$ cat src/rtl/rob_pkg.sv
// Shared types and helpers for the reorder buffer: entry layout, default widths, pointer advance.
// No logic of its own; all state lives in the users of these types.
package rob_pkg;

  localparam int ROB_DEPTH_DEF = 8;
  localparam int DATA_W_DEF    = 64;
  localparam int REG_W_DEF     = 5;

  typedef struct packed {
    logic                  valid;
    logic                  done;
    logic                  regwrite;
    logic [REG_W_DEF-1:0]  rd;
    logic [DATA_W_DEF-1:0] data;
    logic                  mispredict;
    logic [DATA_W_DEF-1:0] target;
  } rob_entry_t;

  // depth is a power of two, so the wrap is a mask
  function automatic int unsigned rob_idx_add(input int unsigned idx, input int unsigned n,
                                              input int unsigned depth);
    return (idx + n) & (depth - 1);
  endfunction

endpackage

$ cat src/rtl/rob_commit_select.sv
// Retire selection over the COMMIT_W-entry head window: contiguous valid&done run, cut after a mispredict.
// Latency: purely combinational; no backpressure, the result is consumed in the same cycle.
module rob_commit_select
  import rob_pkg::*;
#(
  parameter int COMMIT_W = 2,
  parameter int CNT_W    = $clog2(COMMIT_W + 1),
  parameter int SLOT_W   = (COMMIT_W > 1) ? $clog2(COMMIT_W) : 1
) (
  input  rob_entry_t        win_i [COMMIT_W],
  output logic [COMMIT_W-1:0] commit_valid_o,
  output logic [CNT_W-1:0]    retire_cnt_o,
  output logic [SLOT_W-1:0]   mp_slot_o,
  output logic                flush_o
);

  logic go;

  always_comb begin
    commit_valid_o = '0;
    retire_cnt_o   = '0;
    mp_slot_o      = '0;
    flush_o        = 1'b0;
    go             = 1'b1;
    for (int i = 0; i < COMMIT_W; i++) begin
      if (go && win_i[i].valid && win_i[i].done) begin
        commit_valid_o[i] = 1'b1;
        retire_cnt_o      = retire_cnt_o + CNT_W'(1);
        // a retiring mispredict ends the run so younger entries are squashed by the flush
        if (win_i[i].mispredict) begin
          flush_o   = 1'b1;
          mp_slot_o = SLOT_W'(i);
          go        = 1'b0;
        end
      end else begin
        go = 1'b0;
      end
    end
  end

endmodule

$ cat src/rtl/rob_multi_commit.sv
// Reorder buffer: in-order allocate, NUM_WB out-of-order writebacks, up to COMMIT_W in-order retirements.
// Latency: writeback visible to commit next cycle; alloc_ready drops when full or during a flush.
module rob_multi_commit
  import rob_pkg::*;
#(
  parameter int ROB_DEPTH = ROB_DEPTH_DEF,
  parameter int TAG_W     = $clog2(ROB_DEPTH),
  parameter int DATA_W    = DATA_W_DEF,
  parameter int REG_W     = REG_W_DEF,
  parameter int NUM_WB    = 2,
  parameter int COMMIT_W  = 2
) (
  input  logic                       clk,
  input  logic                       reset,
  input  logic                       alloc_valid,
  input  logic [REG_W-1:0]           alloc_rd,
  input  logic                       alloc_regwrite,
  output logic                       alloc_ready,
  output logic [TAG_W-1:0]           alloc_tag,
  input  logic [NUM_WB-1:0]          wb_valid,
  input  logic [NUM_WB*TAG_W-1:0]    wb_tag,
  input  logic [NUM_WB*DATA_W-1:0]   wb_data,
  input  logic [NUM_WB-1:0]          wb_mispredict,
  input  logic [NUM_WB*DATA_W-1:0]   wb_target,
  output logic [COMMIT_W-1:0]        commit_valid,
  output logic [COMMIT_W*REG_W-1:0]  commit_rd,
  output logic [COMMIT_W-1:0]        commit_regwrite,
  output logic [COMMIT_W*DATA_W-1:0] commit_data,
  output logic                       flush,
  output logic [DATA_W-1:0]          flush_target,
  output logic                       empty,
  output logic [TAG_W:0]             count
);

  localparam int CNT_W  = $clog2(COMMIT_W + 1);
  localparam int SLOT_W = (COMMIT_W > 1) ? $clog2(COMMIT_W) : 1;

  rob_entry_t              entries_q [ROB_DEPTH];
  rob_entry_t              entries_d [ROB_DEPTH];
  logic [TAG_W-1:0]        head_q, head_d, tail_q, tail_d;
  logic [TAG_W:0]          count_q, count_d;

  rob_entry_t              win [COMMIT_W];
  logic [TAG_W-1:0]        win_idx [COMMIT_W];
  logic [CNT_W-1:0]        retire_cnt;
  logic [SLOT_W-1:0]       mp_slot;
  logic                    alloc_fire;
  logic [TAG_W-1:0]        wtag;

  always_comb begin
    for (int i = 0; i < COMMIT_W; i++) begin
      win_idx[i] = TAG_W'(rob_idx_add(32'(head_q), unsigned'(i), ROB_DEPTH));
      win[i]     = entries_q[win_idx[i]];
    end
  end

  rob_commit_select #(.COMMIT_W(COMMIT_W), .CNT_W(CNT_W), .SLOT_W(SLOT_W)) u_sel (
    .win_i          (win),
    .commit_valid_o (commit_valid),
    .retire_cnt_o   (retire_cnt),
    .mp_slot_o      (mp_slot),
    .flush_o        (flush)
  );

  // flush doubles as flush_pending: no allocation in the redirect cycle
  assign alloc_ready  = (count_q != (TAG_W+1)'(ROB_DEPTH)) && !flush;
  assign alloc_fire   = alloc_valid && alloc_ready;
  assign alloc_tag    = tail_q;
  assign empty        = (count_q == '0);
  assign count        = count_q;
  assign flush_target = flush ? win[mp_slot].target : '0;

  always_comb begin
    commit_rd       = '0;
    commit_data     = '0;
    commit_regwrite = '0;
    for (int i = 0; i < COMMIT_W; i++) begin
      commit_rd[i*REG_W +: REG_W]    = win[i].rd;
      commit_data[i*DATA_W +: DATA_W] = win[i].data;
      commit_regwrite[i]             = win[i].regwrite && commit_valid[i];
    end
  end

  always_comb begin
    entries_d = entries_q;
    head_d    = head_q;
    tail_d    = tail_q;
    count_d   = count_q;
    wtag      = '0;
    if (flush) begin
      for (int e = 0; e < ROB_DEPTH; e++) entries_d[e] = '0;
      head_d  = '0;
      tail_d  = '0;
      count_d = '0;
    end else begin
      // ascending port order lets the highest port win a tag collision
      for (int p = 0; p < NUM_WB; p++) begin
        wtag = wb_tag[p*TAG_W +: TAG_W];
        if (wb_valid[p] && entries_q[wtag].valid) begin
          entries_d[wtag].data       = wb_data[p*DATA_W +: DATA_W];
          entries_d[wtag].mispredict = wb_mispredict[p];
          entries_d[wtag].target     = wb_target[p*DATA_W +: DATA_W];
          entries_d[wtag].done       = 1'b1;
        end
      end
      for (int i = 0; i < COMMIT_W; i++) begin
        if (commit_valid[i]) entries_d[win_idx[i]] = '0;
      end
      if (alloc_fire) begin
        entries_d[tail_q]          = '0;
        entries_d[tail_q].valid    = 1'b1;
        entries_d[tail_q].regwrite = alloc_regwrite;
        entries_d[tail_q].rd       = alloc_rd;
      end
      head_d  = TAG_W'(rob_idx_add(32'(head_q), 32'(retire_cnt), ROB_DEPTH));
      tail_d  = TAG_W'(rob_idx_add(32'(tail_q), 32'(alloc_fire), ROB_DEPTH));
      count_d = count_q + (TAG_W+1)'(alloc_fire) - (TAG_W+1)'(retire_cnt);
    end
  end

  always_ff @(posedge clk or posedge reset) begin
    if (reset) begin
      for (int e = 0; e < ROB_DEPTH; e++) entries_q[e] <= '0;
      head_q  <= '0;
      tail_q  <= '0;
      count_q <= '0;
    end else begin
      entries_q <= entries_d;
      head_q    <= head_d;
      tail_q    <= tail_d;
      count_q   <= count_d;
    end
  end

endmodule

$ cat config.mk
export PLATFORM = sky130hd
export DESIGN_NAME = rob_multi_commit
export DESIGN_NICKNAME = d
export VERILOG_FILES = /design/src/rtl/rob_pkg.sv /design/src/rtl/rob_commit_select.sv /design/src/rtl/rob_multi_commit.sv
export SDC_FILE = /design/constraint.sdc
export NUM_CORES = 2
export LEC_CHECK = 0
export CORE_MARGIN = 4
export CORE_UTILIZATION = 39
export CTS_BUF_LIST = sky130_fd_sc_hd__clkbuf_8
export DETAILED_ROUTE_END_ITERATION = 8
export PLACE_DENSITY_LB_ADDON = 0.08
export RECOVER_POWER = 25
export SETUP_SLACK_MARGIN = 0.4
export SYNTH_ARGS = -nofsm -noshare
export SYNTH_HDL_FRONTEND = slang
export SYNTH_SLANG_ARGS = --single-unit
$ cat constraint.sdc
create_clock -name clk -period 42.1 [get_ports clk]
set_clock_uncertainty 0.1 [all_clocks]
set_input_delay 8.42 -clock clk [delete_from_list [all_inputs] [get_ports clk]]
set_output_delay 8.42 -clock clk [all_outputs]
set_load 0.02 [all_outputs]
Word level (Yosys, flattened, before mapping)
Cells that the tools add are included.

Register bits after elaboration: 1106. Bits of input ports: 275. Output and inout port bits: 216. Word-level logic and storage cells: 185.

Add/sub/neg operators: 6. $lt $le $gt $ge: 11. Equal/unequal tests: 1. Mux-type cells: 80. Bitwise operators: 12. Reductions and logical operators: 16.

Operators by type and width (count): bitwise mux 1096 bit (11); 2-to-1 mux 1096 bit (10); demux 137 bit (select 3 bit) (14); bitwise AND 1096 bit (3); NOT 1096 bit (3); binary-select mux 137 bit (select 3 bit) (4); 2-to-1 mux 137 bit (12); 2-to-1 mux 64 bit (6); 2-to-1 mux 136 bit (2); 2-to-1 mux 129 bit (2); 2-to-1 mux 135 bit (1); 2-to-1 mux 134 bit (1); 2-to-1 mux 65 bit (2); greater-or-equal comparator 4 bit (second input constant) (5); < comparator 4 x 1 -> 1 bit (second input constant) (5); NOT 3 -> 4 bit (5); logical AND 1 bit (14); 2-to-1 mux 1 bit (11); 2-to-1 mux 3 bit (2); adder 4 x 1 -> 4 bit (1); zero test 4 bit (1); 2-to-1 mux 4 bit (1); inequality test 4 bit (second input constant) (1); subtractor 4 x 2 -> 4 bit (1); 8 further kinds (8).

Longest topological paths before layout
Depth in word-level cells: 29. Depth in mapped cells: 17. Depth with buffers taken out: 14.

Modules after synthesis
A second synthesis with hierarchy kept.

Cell total of the unflattened synthesis: 6542. Area, all modules: 72935.0 µm².

By module, submodules not included: rob_multi_commit (instances 1, cells an instance 6531, area an instance 72874.9 µm², sequential area each 27676.5 µm²); rob_commit_select (instances 1, cells an instance 11, area an instance 60.1 µm², sequential area each 0.0 µm²).

Worst setup path before layout
OpenSTA, ideal clock, no wires.

Kind: reg2out. From: reg head_q[0]. To: out flush_target[62]. Arrival: 3.242 ns. Data required time: 33.580 ns. Slack: 30.338 ns. Stages on the path, launching flop included: 9. Buffers on the path: 3. Cells stage by stage: dfrtp_1 ha_1 clkbuf_1 mux4_2 mux2i_1 nand4_1 clkbuf_1 clkbuf_1 o41ai_1.

Longest elaborated chain between the ends: 14. Elaborated cells between the ends (all ways): 25. Those cells by class: add/sub (1); mux (18); bitwise (3); reduce/logical (3).

Ends and longest elaborated chain: start, declared (line rob_multi_commit.sv:40) `logic [TAG_W-1:0] head_q, head_d, tail_q, tail_d;`; start signal, assigned (line rob_multi_commit.sv:124) `head_q <= '0;`; start signal, assigned (line rob_multi_commit.sv:129) `head_q <= head_d;`; parallel branches: the longest is 13 deep, another holds adder 3 x 1 -> 3 bit; 2-to-1 mux 64 bit (*) (line rob_multi_commit.sv:71) `assign flush_target = flush ? win[mp_slot].target : '0;`; end, declared (line rob_multi_commit.sv:30) `output logic [DATA_W-1:0] flush_target,`.

Mark *: on every way between the ends. The select of a mux whose other input is x is not followed.

==> summary.md <==
The flow ran to the end, but the final reports show violations. The final reports fail on capacitance limit, slew limit. In this run, synthesis produced a sequential element count of 1106. Gates resized during post-CTS repair numbered 0. Global routing finished with a remaining overflow of 0. For this run, the post-layout net count is 7484. For the initial core utilization, the log shows 0.393. Maximum clock frequency: 48.4 MHz.

The minimum period implied by the final worst setup slack was 20.66 ns. The number of antenna violations at the first check in global routing was 57; the detail-routed via count per cell was 6.68. Summing over every cut layer, the via total after detailed routing is 64900.

The placer congestion estimate came out at 0.872. The number of buffers and inverters on the critical path was 6; the max-capacitance violation count was 20. Sequential fraction of the synthesis area: 0.410. Among all stages on the critical path, the largest delay is contributed by sky130_fd_sc_hd__clkbuf_1.

The startpoint identified for the worst hold timing path is entries_q[1089]$_DFF_PP0_. The logs give 475 mm for the global-route wire length before repair and 27.75 ns for the worst-case register-to-register setup slack. TritonCTS built the clock tree. The relative slew slack came out at -4.13. The number of optimization iterations in the first detailed-route pass was 6. The slew at the pin closest to its max-slew limit works out to 7.70 ns. The largest fanout on the critical path is 130, and the average wire per standard cell is 34.1 µm. The library cells used most frequently in the layout, excluding fill and tap cells, are 1303 x sky130_fd_sc_hd__nor2_1, 1124 x sky130_fd_sc_hd__mux2i_1, 1104 x sky130_fd_sc_hd__dfrtp_1, 905 x sky130_fd_sc_hd__a211oi_1, 487 x sky130_fd_sc_hd__clkdlybuf4s50_1. Pin placement for this block handled 491 I/O pins. The worst register-to-register path begins at head_q[1]$_DFF_PP0_. Once detail routing completed, the nets flagged for antenna violations numbered 0. The worst setup path is launched from a primary input. The setup total negative slack was 0 ns. The run gives 64100 as the via count of the first global-routing pass. The count of H-tree levels built during CTS is 4. The signal on the critical path passes through dlygate4sd3_1 -> clkinvlp_2 -> clkbuf_1 -> buf_4 -> buf_4 -> buf_4. Summed over all cells, the static leakage comes to 31.0 nW. The core area is 172000 µm², and the fraction of layout cells with a size suffix above 1 is 0.0799. The most repeated library cell on the critical path is sky130_fd_sc_hd__buf_4.

Setup repair after global routing left no endpoint under its margin. OpenSTA, run right after detailed placement, puts the worst setup slack at 27.75 ns. During placement, the flow inserted port buffers numbering 490. The setup path with the least slack is of type primary input to async pin. Worst stage delay on the critical path: 5.56 ns.

Yosys printed 0 warnings. The maximum number of pins on one net before global-route repair is 175, and the clock-pin slew on the worst setup and hold paths is 0.06 ns. Critical path's top delay family: buffers and inverters. Total wirelength of the detailed-routed design: 331 mm.

Compared with the post-synthesis result, the final layout area differs by 14.9%. The final worst setup slack is 21.44 ns, and the unique cell type count in the Yosys netlist is 66. For hold timing, the worst endpoint is entries_q[1089]$_DFF_PP0_. The detailed-route DRC error count was 0; the overall power consumption was 0.00639 W. The CTS buffer count was 207. After the first detailed-routing iteration, the DRC count stood at 7754.

For this design, the CTS-stage hold fixing added 0 buffers. Among all flip-flop cells after synthesis, the most frequent one is sky130_fd_sc_hd__dfrtp_1. The run gives 67500 µm² as the post-synth design cell area.

The type of the worst min-delay path was flop to flop. The library cell used most frequently in the layout, excluding fill and tap cells, is sky130_fd_sc_hd__nor2_1. The run gives 1106 as the number of clock sinks. The global router's overall resource usage is 0.357, and the worst reg-to-reg path cell count is 10.

No sink is reached through more buffers than the 3 on the longest clock path. Once detailed placement completed, the half-perimeter wirelength came to 176 mm. The worst setup path is captured at an async pin.

Along the worst hold path, the cell count comes to 2. The die width is 424 µm. The tools report the number of placement rows as 152. The buffer cell driving the clock tree root was sky130_fd_sc_hd__clkbuf_8. Counting every instance in the synthesized netlist gives 7321.

For the worst-skew pair, the clock arrives at the later sink with an insertion delay of 0.95 ns. The floorplan step defined a die boundary enclosing 180000 µm². The number of nets in the synthesized netlist is 7610.

For the number of slew-limit violations in the final report, the log shows 1089. The number of setup violations in the final report was 0; the period utilization was 0.491. STA puts the critical path data arrival time at 21.47 ns.

The run gives 72.8 µV as the peak supply drop. Data on the critical path is required at its endpoint by 42.91 ns. Final hold violation count: 0. In this run the vertical extent of the chip is 424 µm. The async set-reset flop share out of synthesis is 1.00, and the post-CTS setup buffer count is 0. The tools report the destination of the worst register-to-register timing path as entries_q[461]$_DFF_PP0_. Each instance of the synthesized netlist takes up on average 9.22 µm².

Number of enable flip-flop cells after synthesis: 0. The cell area power density was 82.4 nW/µm².
-- flip-flops by register name, summed over array words and instances, names as in the netlist --
| name | cells |
|---|---|
| head_q | 3 |
| count | 4 |
| alloc_tag | 3 |
| entries_q | 1096 |
-- worst reg2reg max path, cell delays in order, from the launching register on --
cell and delay [ns]:
sky130_fd_sc_hd__dfrtp_1 2.20, sky130_fd_sc_hd__clkbuf_1 2.84, sky130_fd_sc_hd__nand2b_1 1.32, sky130_fd_sc_hd__o22ai_1 0.63, sky130_fd_sc_hd__or2_0 0.74, sky130_fd_sc_hd__a221oi_1 0.59
sky130_fd_sc_hd__clkbuf_1 0.80, sky130_fd_sc_hd__o2bb2ai_4 0.37, sky130_fd_sc_hd__clkbuf_1 3.38, sky130_fd_sc_hd__buf_4 1.04, sky130_fd_sc_hd__a211oi_1 0.14
-- power breakdown --
group / internal [W] / switching (W)
clock network: 0.000584 / 0.000518
registers: 0.00146 / 0.000379
logic: 0.00118 / 0.00227
-- stage by stage --
stage | util | std cells | hold WS (ns) | cell area (µm²)
after floorplan | - | 7321 | 0.399 | 67500
final | 0.451 | 9713 | 0.429 | 77500
after global routing | 0.451 | 9700 | 0.458 | 77500
after detailed placement | 0.427 | 9296 | 0.423 | 73300
after CTS | 0.452 | 9670 | 0.431 | 77600
after global placement | 0.427 | 9296 | 0.420 | 73300
-- metal layers --
layer	global-route usage	up-vias	part of all wire
li1	-	27100	-
met1	0.456	32600	0.40
met2	0.552	4077	0.45
met3	0.0776	1084	0.089
met4	0.216	26	0.066
met5	0	-	0.00053
-- logic make-up (layout without fill, tap and decap cells) --
| family | after synthesis | in the layout | synth area share |
|---|---|---|---|
| other | 0 | 43 | 0 |
| flip-flops | 1106 | 1106 | 0.410 |
| XOR/XNOR | 6 | 6 | 0.00100 |
| AND/OR/NAND/NOR | 1783 | 1783 | 0.108 |
| AO/OA/AOI/OAI | 2206 | 2206 | 0.237 |
| buffers and inverters | 1004 | 1043 | 0.0574 |
| adder cells (fa/ha/maj) | 14 | 14 | 0.00282 |
| multiplexers | 1202 | 1202 | 0.184 |
-- cell type report --
cell class                      instances  area, µm²
Clock inverter                        103        513
Clock buffer                          271       3730
Antenna cell                           43        108
Sequential cell                      1106      27700
Tap cell                             2310       2890
Multi-Input combinational cell       5211      36300
Inverter                               22       83.8
Timing Repair Buffer                  647       6170
Fill cell                           16500      94200
-- how the worst max path moves through the flow --
| stage | end | cells after the start | start | slack [ns] |
|---|---|---|---|---|
| after floorplan | alloc_tag[0]$_DFF_PP0_ | 1 | reset | 2.44 |
| after global placement | flush_target[30] | 10 | head_q[1]$_DFF_PP0_ | 27.78 |
| after detailed placement | flush_target[30] | 10 | head_q[1]$_DFF_PP0_ | 27.75 |
| after CTS | flush_target[30] | 10 | head_q[1]$_DFF_PP0_ | 26.72 |
| after global routing | entries_q[583]$_DFF_PP0_ | 6 | reset | 19.19 |
| final | entries_q[550]$_DFF_PP0_ | 6 | reset | 21.44 |
-- Yosys cell counts (4+ instances only) --
| master | count | area [µm²] |
|---|---|---|
| sky130_fd_sc_hd__a211oi_1 | 905 | 6790 |
| sky130_fd_sc_hd__a21oi_1 | 201 | 1010 |
| sky130_fd_sc_hd__a221oi_1 | 128 | 1120 |
| sky130_fd_sc_hd__a22o_1 | 127 | 1110 |
| sky130_fd_sc_hd__a22oi_1 | 302 | 2270 |
| sky130_fd_sc_hd__a31o_2 | 9 | 78.8 |
| sky130_fd_sc_hd__a31oi_1 | 6 | 37.5 |
| sky130_fd_sc_hd__and2_1 | 4 | 25.0 |
| sky130_fd_sc_hd__and3b_1 | 4 | 35.0 |
| sky130_fd_sc_hd__buf_1 | 302 | 1130 |
| sky130_fd_sc_hd__buf_2 | 22 | 110 |
| sky130_fd_sc_hd__buf_6 | 7 | 78.8 |
| sky130_fd_sc_hd__clkbuf_1 | 636 | 2390 |
| sky130_fd_sc_hd__clkbuf_2 | 14 | 70.1 |
| sky130_fd_sc_hd__dfrtp_1 | 1106 | 27700 |
| sky130_fd_sc_hd__ha_1 | 12 | 150 |
| sky130_fd_sc_hd__inv_1 | 18 | 67.6 |
| sky130_fd_sc_hd__mux2_2 | 53 | 597 |
| sky130_fd_sc_hd__mux2i_1 | 1124 | 11300 |
| sky130_fd_sc_hd__mux4_2 | 25 | 563 |
| sky130_fd_sc_hd__nand2_1 | 194 | 728 |
| sky130_fd_sc_hd__nand2b_1 | 17 | 106 |
| sky130_fd_sc_hd__nand3_1 | 95 | 475 |
| sky130_fd_sc_hd__nand4_1 | 39 | 244 |
| sky130_fd_sc_hd__nor2_1 | 1322 | 4960 |
| sky130_fd_sc_hd__nor2b_1 | 14 | 87.6 |
| sky130_fd_sc_hd__nor3_1 | 23 | 115 |
| sky130_fd_sc_hd__nor3b_1 | 4 | 30.0 |
| sky130_fd_sc_hd__nor4_1 | 15 | 93.8 |
| sky130_fd_sc_hd__o2111ai_1 | 6 | 52.6 |
| sky130_fd_sc_hd__o211ai_1 | 4 | 30.0 |
| sky130_fd_sc_hd__o21ai_0 | 73 | 365 |
| sky130_fd_sc_hd__o221ai_1 | 75 | 657 |
| sky130_fd_sc_hd__o22a_1 | 7 | 61.3 |
| sky130_fd_sc_hd__o22ai_1 | 313 | 1960 |
| sky130_fd_sc_hd__o2bb2ai_1 | 8 | 70.1 |
| sky130_fd_sc_hd__o31a_1 | 8 | 70.1 |
| sky130_fd_sc_hd__o31ai_1 | 12 | 90.1 |
| sky130_fd_sc_hd__o41ai_1 | 8 | 70.1 |
| sky130_fd_sc_hd__or2_2 | 6 | 37.5 |
| sky130_fd_sc_hd__or4_1 | 37 | 278 |
Note: power is estimated with default switching activity, not from simulation.
